==> config.mk <==
export PLATFORM = sky130hd
export DESIGN_NAME = sp_frame_ctrl_flat
export DESIGN_NICKNAME = d
export VERILOG_FILES = /design/src/rtl/sp_frame_ctrl_if.sv /design/src/rtl/sp_frame_ctrl.sv /design/src/flat_wrapper.sv
export SDC_FILE = /design/constraint.sdc
export NUM_CORES = 1
export LEC_CHECK = 0
export CAP_MARGIN = 40
export CORE_MARGIN = 3
export CORE_UTILIZATION = 56
export DETAILED_ROUTE_END_ITERATION = 10
export PLACE_DENSITY = 0.8
export SKIP_LAST_GASP = 1
export SLEW_MARGIN = 20
export SYNTH_ARGS = -nofsm -noshare
export SYNTH_HDL_FRONTEND = slang
export SYNTH_SLANG_ARGS = --single-unit
export TNS_END_PERCENT = 5
==> constraint.sdc <==
create_clock -name clk -period 2.6 [get_ports clk]
set_input_delay 0.78 -clock clk [delete_from_list [all_inputs] [get_ports clk]]
set_output_delay 0.78 -clock clk [all_outputs]
set_load 0.01 [all_outputs]
==> src/rtl/sp_frame_ctrl_if.sv <==
// Frame controller signal bundle: host control, frame-memory read port and filter stream.
interface sp_frame_ctrl_if #(
  parameter int DATADEPTH = 12,
  parameter int ADDR_W    = 21
);
  logic                 start;
  logic                 abort;
  logic                 mem_rd;
  logic [ADDR_W-1:0]    mem_addr;
  logic [DATADEPTH-1:0] mem_data;
  logic                 vsync;
  logic                 hsync;
  logic [DATADEPTH-1:0] pix_o;
  logic                 pix_valid;
  logic                 en_i;
  logic                 busy;
  logic                 done;
  logic                 err;

  modport slave (
    input  start, abort, mem_data, en_i,
    output mem_rd, mem_addr, vsync, hsync, pix_o, pix_valid, busy, done, err
  );

  modport master (
    output start, abort, mem_data, en_i,
    input  mem_rd, mem_addr, vsync, hsync, pix_o, pix_valid, busy, done, err
  );
endinterface

==> src/rtl/sp_frame_ctrl.sv <==
// Streams one frame from frame memory to a filter, line by line with horizontal blanking,
// then waits for the filter to return every pixel before signalling done (or err on stall).
module sp_frame_ctrl #(
  parameter int DATADEPTH  = 12,
  parameter int IMG_WIDTH  = 1920,
  parameter int IMG_HEIGHT = 1080,
  parameter int HBLANK     = 16,
  parameter int DRAIN_TO   = 4096,
  localparam int NPIX      = IMG_WIDTH * IMG_HEIGHT,
  localparam int ADDR_W    = (NPIX > 1) ? $clog2(NPIX) : 1
) (
  input logic clk,
  input logic rst_n,
  sp_frame_ctrl_if.slave bus
);
  localparam int CW = (IMG_WIDTH  > 1) ? $clog2(IMG_WIDTH)  : 1;
  localparam int LW = (IMG_HEIGHT > 1) ? $clog2(IMG_HEIGHT) : 1;
  localparam int HW = (HBLANK     > 1) ? $clog2(HBLANK)     : 1;
  localparam int OW = $clog2(NPIX + 1);
  localparam int TW = $clog2(DRAIN_TO + 1);

  typedef enum logic [2:0] {S_IDLE, S_ACTIVE, S_HBLK, S_DRAIN, S_DONE} state_t;

  state_t              r_state, w_state_nxt;
  logic [ADDR_W-1:0]   r_addr;
  logic [CW-1:0]       r_col;
  logic [LW-1:0]       r_line;
  logic [HW-1:0]       r_hcnt;
  logic [OW-1:0]       r_ocnt, w_ocnt_nxt;
  logic [TW-1:0]       r_tocnt;
  logic                r_pv, r_hs, r_vs, r_err;
  logic                w_mem_rd, w_last_col, w_last_line, w_hblk_end, w_timeout;
  logic                w_clr, w_err_nxt, w_counting;

  assign w_last_col  = (r_col  == CW'(IMG_WIDTH - 1));
  assign w_last_line = (r_line == LW'(IMG_HEIGHT - 1));
  assign w_hblk_end  = (r_hcnt == HW'(HBLANK - 1));
  assign w_mem_rd    = (r_state == S_ACTIVE) && !bus.abort;
  assign w_counting  = (r_state == S_ACTIVE) || (r_state == S_HBLK) || (r_state == S_DRAIN);
  assign w_timeout   = (r_state == S_DRAIN) && !bus.en_i && (r_tocnt == TW'(DRAIN_TO - 1));

  // returned-pixel count saturates so stray en_i pulses cannot wrap it
  always_comb begin
    w_ocnt_nxt = r_ocnt;
    if (w_counting && bus.en_i && (r_ocnt != OW'(NPIX)))
      w_ocnt_nxt = r_ocnt + 1'b1;
  end

  always_ff @(posedge clk or negedge rst_n) begin
    if (!rst_n) r_state <= S_IDLE;
    else        r_state <= w_state_nxt;
  end

  always_comb begin
    w_state_nxt = r_state;
    w_clr       = 1'b0;
    w_err_nxt   = 1'b0;
    if (bus.abort) begin
      w_state_nxt = S_IDLE;
    end else begin
      case (r_state)
        S_IDLE:   if (bus.start) begin
                    w_state_nxt = S_ACTIVE;
                    w_clr       = 1'b1;
                  end
        S_ACTIVE: if (w_last_col) w_state_nxt = w_last_line ? S_DRAIN : S_HBLK;
        S_HBLK:   if (w_hblk_end) w_state_nxt = S_ACTIVE;
        S_DRAIN:  if (w_ocnt_nxt == OW'(NPIX)) begin
                    w_state_nxt = S_DONE;
                  end else if (w_timeout) begin
                    w_state_nxt = S_IDLE;
                    w_err_nxt   = 1'b1;
                  end
        S_DONE:   w_state_nxt = S_IDLE;
        default:  w_state_nxt = S_IDLE;
      endcase
    end
  end

  // address holds on the final pixel so it never runs past the frame
  always_ff @(posedge clk or negedge rst_n) begin
    if (!rst_n) begin
      r_addr  <= '0;
      r_col   <= '0;
      r_line  <= '0;
      r_hcnt  <= '0;
      r_ocnt  <= '0;
      r_tocnt <= '0;
      r_pv    <= 1'b0;
      r_hs    <= 1'b0;
      r_vs    <= 1'b0;
      r_err   <= 1'b0;
    end else begin
      if (w_clr) begin
        r_addr <= '0;
        r_col  <= '0;
        r_line <= '0;
      end else if (w_mem_rd) begin
        if (!(w_last_col && w_last_line)) r_addr <= r_addr + 1'b1;
        r_col <= w_last_col ? '0 : r_col + 1'b1;
        if (w_last_col && !w_last_line) r_line <= r_line + 1'b1;
      end

      if ((r_state == S_HBLK) && !bus.abort) r_hcnt <= w_hblk_end ? '0 : r_hcnt + 1'b1;
      else                                   r_hcnt <= '0;

      r_ocnt <= w_clr ? '0 : w_ocnt_nxt;

      if ((r_state == S_DRAIN) && !bus.en_i && !bus.abort) r_tocnt <= r_tocnt + 1'b1;
      else                                                 r_tocnt <= '0;

      r_pv  <= w_mem_rd;
      r_hs  <= w_mem_rd && (r_col == '0);
      r_vs  <= w_mem_rd && (r_col == '0) && (r_line == '0);
      r_err <= w_err_nxt;
    end
  end

  // memory returns data the cycle after the read, aligned with r_pv
  assign bus.mem_rd    = w_mem_rd;
  assign bus.mem_addr  = r_addr;
  assign bus.pix_o     = r_pv ? bus.mem_data : '0;
  assign bus.pix_valid = r_pv;
  assign bus.hsync     = r_hs;
  assign bus.vsync     = r_vs;
  assign bus.busy      = (r_state != S_IDLE);
  assign bus.done      = (r_state == S_DONE) && !bus.abort;
  assign bus.err       = r_err;

endmodule
==> src/flat_wrapper.sv <==
// flat-port wrapper written by rule: the top's interface ports become plain ports
module sp_frame_ctrl_flat 
#(
  parameter int DATADEPTH  = 12,
  parameter int IMG_WIDTH  = 1920,
  parameter int IMG_HEIGHT = 1080,
  parameter int HBLANK     = 16,
  parameter int DRAIN_TO   = 4096,
  localparam int NPIX      = IMG_WIDTH * IMG_HEIGHT,
  localparam int ADDR_W    = (NPIX > 1) ? $clog2(NPIX) : 1
)
  (clk, rst_n, bus_start, bus_abort, bus_mem_data, bus_en_i, bus_mem_rd, bus_mem_addr, bus_vsync, bus_hsync, bus_pix_o, bus_pix_valid, bus_busy, bus_done, bus_err);
  sp_frame_ctrl_if #(.DATADEPTH(DATADEPTH)) bus_i ();
  input logic clk;
  input logic rst_n;
  input wire logic [$bits(bus_i.start)-1:0] bus_start;
  input wire logic [$bits(bus_i.abort)-1:0] bus_abort;
  input wire logic [$bits(bus_i.mem_data)-1:0] bus_mem_data;
  input wire logic [$bits(bus_i.en_i)-1:0] bus_en_i;
  output wire logic [$bits(bus_i.mem_rd)-1:0] bus_mem_rd;
  output wire logic [$bits(bus_i.mem_addr)-1:0] bus_mem_addr;
  output wire logic [$bits(bus_i.vsync)-1:0] bus_vsync;
  output wire logic [$bits(bus_i.hsync)-1:0] bus_hsync;
  output wire logic [$bits(bus_i.pix_o)-1:0] bus_pix_o;
  output wire logic [$bits(bus_i.pix_valid)-1:0] bus_pix_valid;
  output wire logic [$bits(bus_i.busy)-1:0] bus_busy;
  output wire logic [$bits(bus_i.done)-1:0] bus_done;
  output wire logic [$bits(bus_i.err)-1:0] bus_err;
  assign bus_i.start = bus_start;
  assign bus_i.abort = bus_abort;
  assign bus_i.mem_data = bus_mem_data;
  assign bus_i.en_i = bus_en_i;
  assign bus_mem_rd = bus_i.mem_rd;
  assign bus_mem_addr = bus_i.mem_addr;
  assign bus_vsync = bus_i.vsync;
  assign bus_hsync = bus_i.hsync;
  assign bus_pix_o = bus_i.pix_o;
  assign bus_pix_valid = bus_i.pix_valid;
  assign bus_busy = bus_i.busy;
  assign bus_done = bus_i.done;
  assign bus_err = bus_i.err;
  sp_frame_ctrl #(.DATADEPTH(DATADEPTH), .IMG_WIDTH(IMG_WIDTH), .IMG_HEIGHT(IMG_HEIGHT), .HBLANK(HBLANK), .DRAIN_TO(DRAIN_TO)) u_core (.clk(clk), .rst_n(rst_n), .bus(bus_i));
endmodule
==> metrics <==
status=complete, but fails checks; failing checks=negative setup slack; Switching Share=28.1%; HPWL after DPL=7.67 mm; H-tree depth=3; dpl ws=-336 ps; IO Pins=57; final instance area=5890 µm²; max cap viols=0; Initial DRC Count=233; prevailing post-synth register cell=dfrtp_1; fin crit period=2680 ps; core area=8300 µm²; share of layout cells above drive strength 1=12.3%; synthesized area=4830 µm²; ranking of synthesized cells by area=dfrtp_1 46%, nor2_1 6.4%, xnor2_1 5.4%; clock share of power=32.5%; critical path peak fanout=1; I/O Buffers=56; antenna violations before repair=0; starting density of the core=58.2%; Die Area=9770 µm²; Worst R2R Setup Slack=240 ps; r2r endpoint=u_core.bus.mem_addr[10]$_DFFE_PN0P_; ys async rst share=100%; Post-synth EDFFs=0; Die Ht=98.8 µm; DRT Wirelength=10.8 mm; number of antenna diodes=0; cell accounting for the most synthesized area=dfrtp_1; gpl congestion=0.915; fmax=373 MHz; WHS=326 ps; DRC=0; via count=4071; CP arrival=1900 ps; clock-pin slew on the worst setup and hold paths=90 ps; share of power burned in combinational logic=16.7%; Clock Root Buffer=clkbuf_8; Crit. End Element=output port; NetSw=838 µW; Static Leak=2.55 nW; Critical R2R Launch=u_core.r_col[0]$_DFFE_PN0P_; placed inst area=5670 µm²; Area growth, synth to finish=22.1%; Rows=33; Final Cycle Share=103%; PwrDens=506 nW/µm²; total count of hold-check failures in the final report=0; most instantiated cells after synthesis=88 x dfrtp_1, 82 x nor2_1, 40 x nand2_1; Slew Limit Headroom=58.8%; DR WL/cell=15.3 µm; WS Path Type=input port to output port; first drt pass iteration count=5; Reg power frac=50.8%; Final Max Tran Viols=0; Register-to-Register Path Depth=9; RSZ-0062 raised after global routing=true; cells after synthesis=520; largest net degree at the start of global routing=43; Max VDD drop=0.413 mV; Seq/Total Area, Yosys=45.6%; Tightest Hold Check Type=input port to asynchronous set/reset pin; PnR worst setup slack=-80.4 ps; flop and latch count out of synthesis=88; fin nets=623; Syn Area/Cell=9.28 µm²; first-pass GRT wire length=18.6 mm; Yosys top cell area share=45.6%; CTS sink count=88; Clk Latency, worst-skew pair=360 ps; Layout Utilization=71.0%; GR Overflow Total=0; Antenna Violating Nets Remaining=0; vias in the first global route=4072; Yosys warnings=0; postcts setup bufs=0; post-synth cell types=63; Worst-Margin Slew=615 ps; post-cts sizing count=3; Setup violations, final=11; clk_skew=12.4 ps; overall routing resource usage=22.9%; CTS max path bufs=2; Pint=2.14 mW; Syn Nets=546; Startpoint Class=input port; Die W=98.8 µm; # hold bufs at CTS=0; Setup TNS=-635 ps; CTS tree=done; Num CTS Buffers=9; most common cell in the netlist=dfrtp_1; worst endpoint required time=1820 ps; routed vias/inst=5.76
## flip-flops by register name, summed over array words and instances, names as in the netlist
name	cells
u_core.r_hcnt	4
u_core.r_ocnt	21
u_core.r_line	11
u_core.bus.hsync	1
u_core.r_tocnt	13
u_core.bus.vsync	1
u_core.bus.pix_valid	1
u_core.bus.mem_addr	21
u_core.r_col	11
u_core.bus.err	1
u_core.r_state	3
## layout make-up
class                           instances  area [µm²]
Clock inverter                          6        68.8
Sequential cell                        88        2200
Multi-Input combinational cell        396        2490
Clock buffer                           10         138
Inverter                               13        48.8
Fill cell                             636        2410
Tap cell                              105         131
Timing Repair Buffer                   89         817
## cells by family after synthesis
group | synth area share [%]
XOR/XNOR | 10.5
buffers and inverters | 3.27
AND/OR/NAND/NOR | 28.4
AO/OA/AOI/OAI | 9.05
flip-flops | 45.6
adder cells (fa/ha/maj) | 2.33
multiplexers | 0.829
## how the worst max path moves through the flow
stage / startpoint / endpoint / slack [ps] / cells past startpoint
after floorplan: bus_en_i / u_core.bus.err$_DFF_PN0_ / 240 / 8
after global placement: bus_abort / bus_mem_rd / -300 / 5
after detailed placement: bus_en_i / u_core.bus.err$_DFF_PN0_ / -340 / 8
after CTS: bus_mem_data[8] / bus_pix_o[8] / -100 / 3
after global routing: bus_mem_data[8] / bus_pix_o[8] / -110 / 3
final: bus_mem_data[8] / bus_pix_o[8] / -80 / 3
## cells in the final DEF, fill, tap and decap left out, types with 5 or more instances in the layout
cell,instances
nand2_1,40
buf_4,33
a31oi_1,5
and3_1,15
nor3_1,11
xor2_1,28
nor4_1,7
dfrtp_1,88
and2_1,14
o21ai_0,24
ha_1,9
or3_1,10
nand3_1,25
xnor2_1,30
and4_1,7
inv_1,12
a21oi_1,15
nand4_1,13
clkdlybuf4s50_1,51
clkbuf_8,10
nor2_1,81
## power by group through the flow
stage / clock [mW] / combinational (mW) / sequential (mW)
after floorplan: 0 / 0.262 / 1.53
after CTS: 0.987 / 0.501 / 1.51
after global routing: 1.05 / 0.555 / 1.53
after global placement: 0 / 0.481 / 1.53
final: 0.969 / 0.497 / 1.51
after detailed placement: 0 / 0.497 / 1.54
## metrics by stage
stage	power, mW	cells
global placement	2.02	691
detailed placement	2.03	691
finish	2.98	707
CTS	3.00	707
global route	3.13	707
floorplan	1.79	520
## layer usage
| metal | track usage (%) | wire length, µm |
|---|---|---|
| met5 | 0 | 0 |
| met4 | 7.46 | 160 |
| met3 | 3.18 | 488 |
| met2 | 38.9 | 5300 |
| met1 | 30.5 | 4890 |
## worst max-delay path, stage by stage
cell and delay, ps:
clkdlybuf4s50_1 440, and2_1 120, clkdlybuf4s50_1 550
No activity file was read; power rests on OpenSTA's default activity.
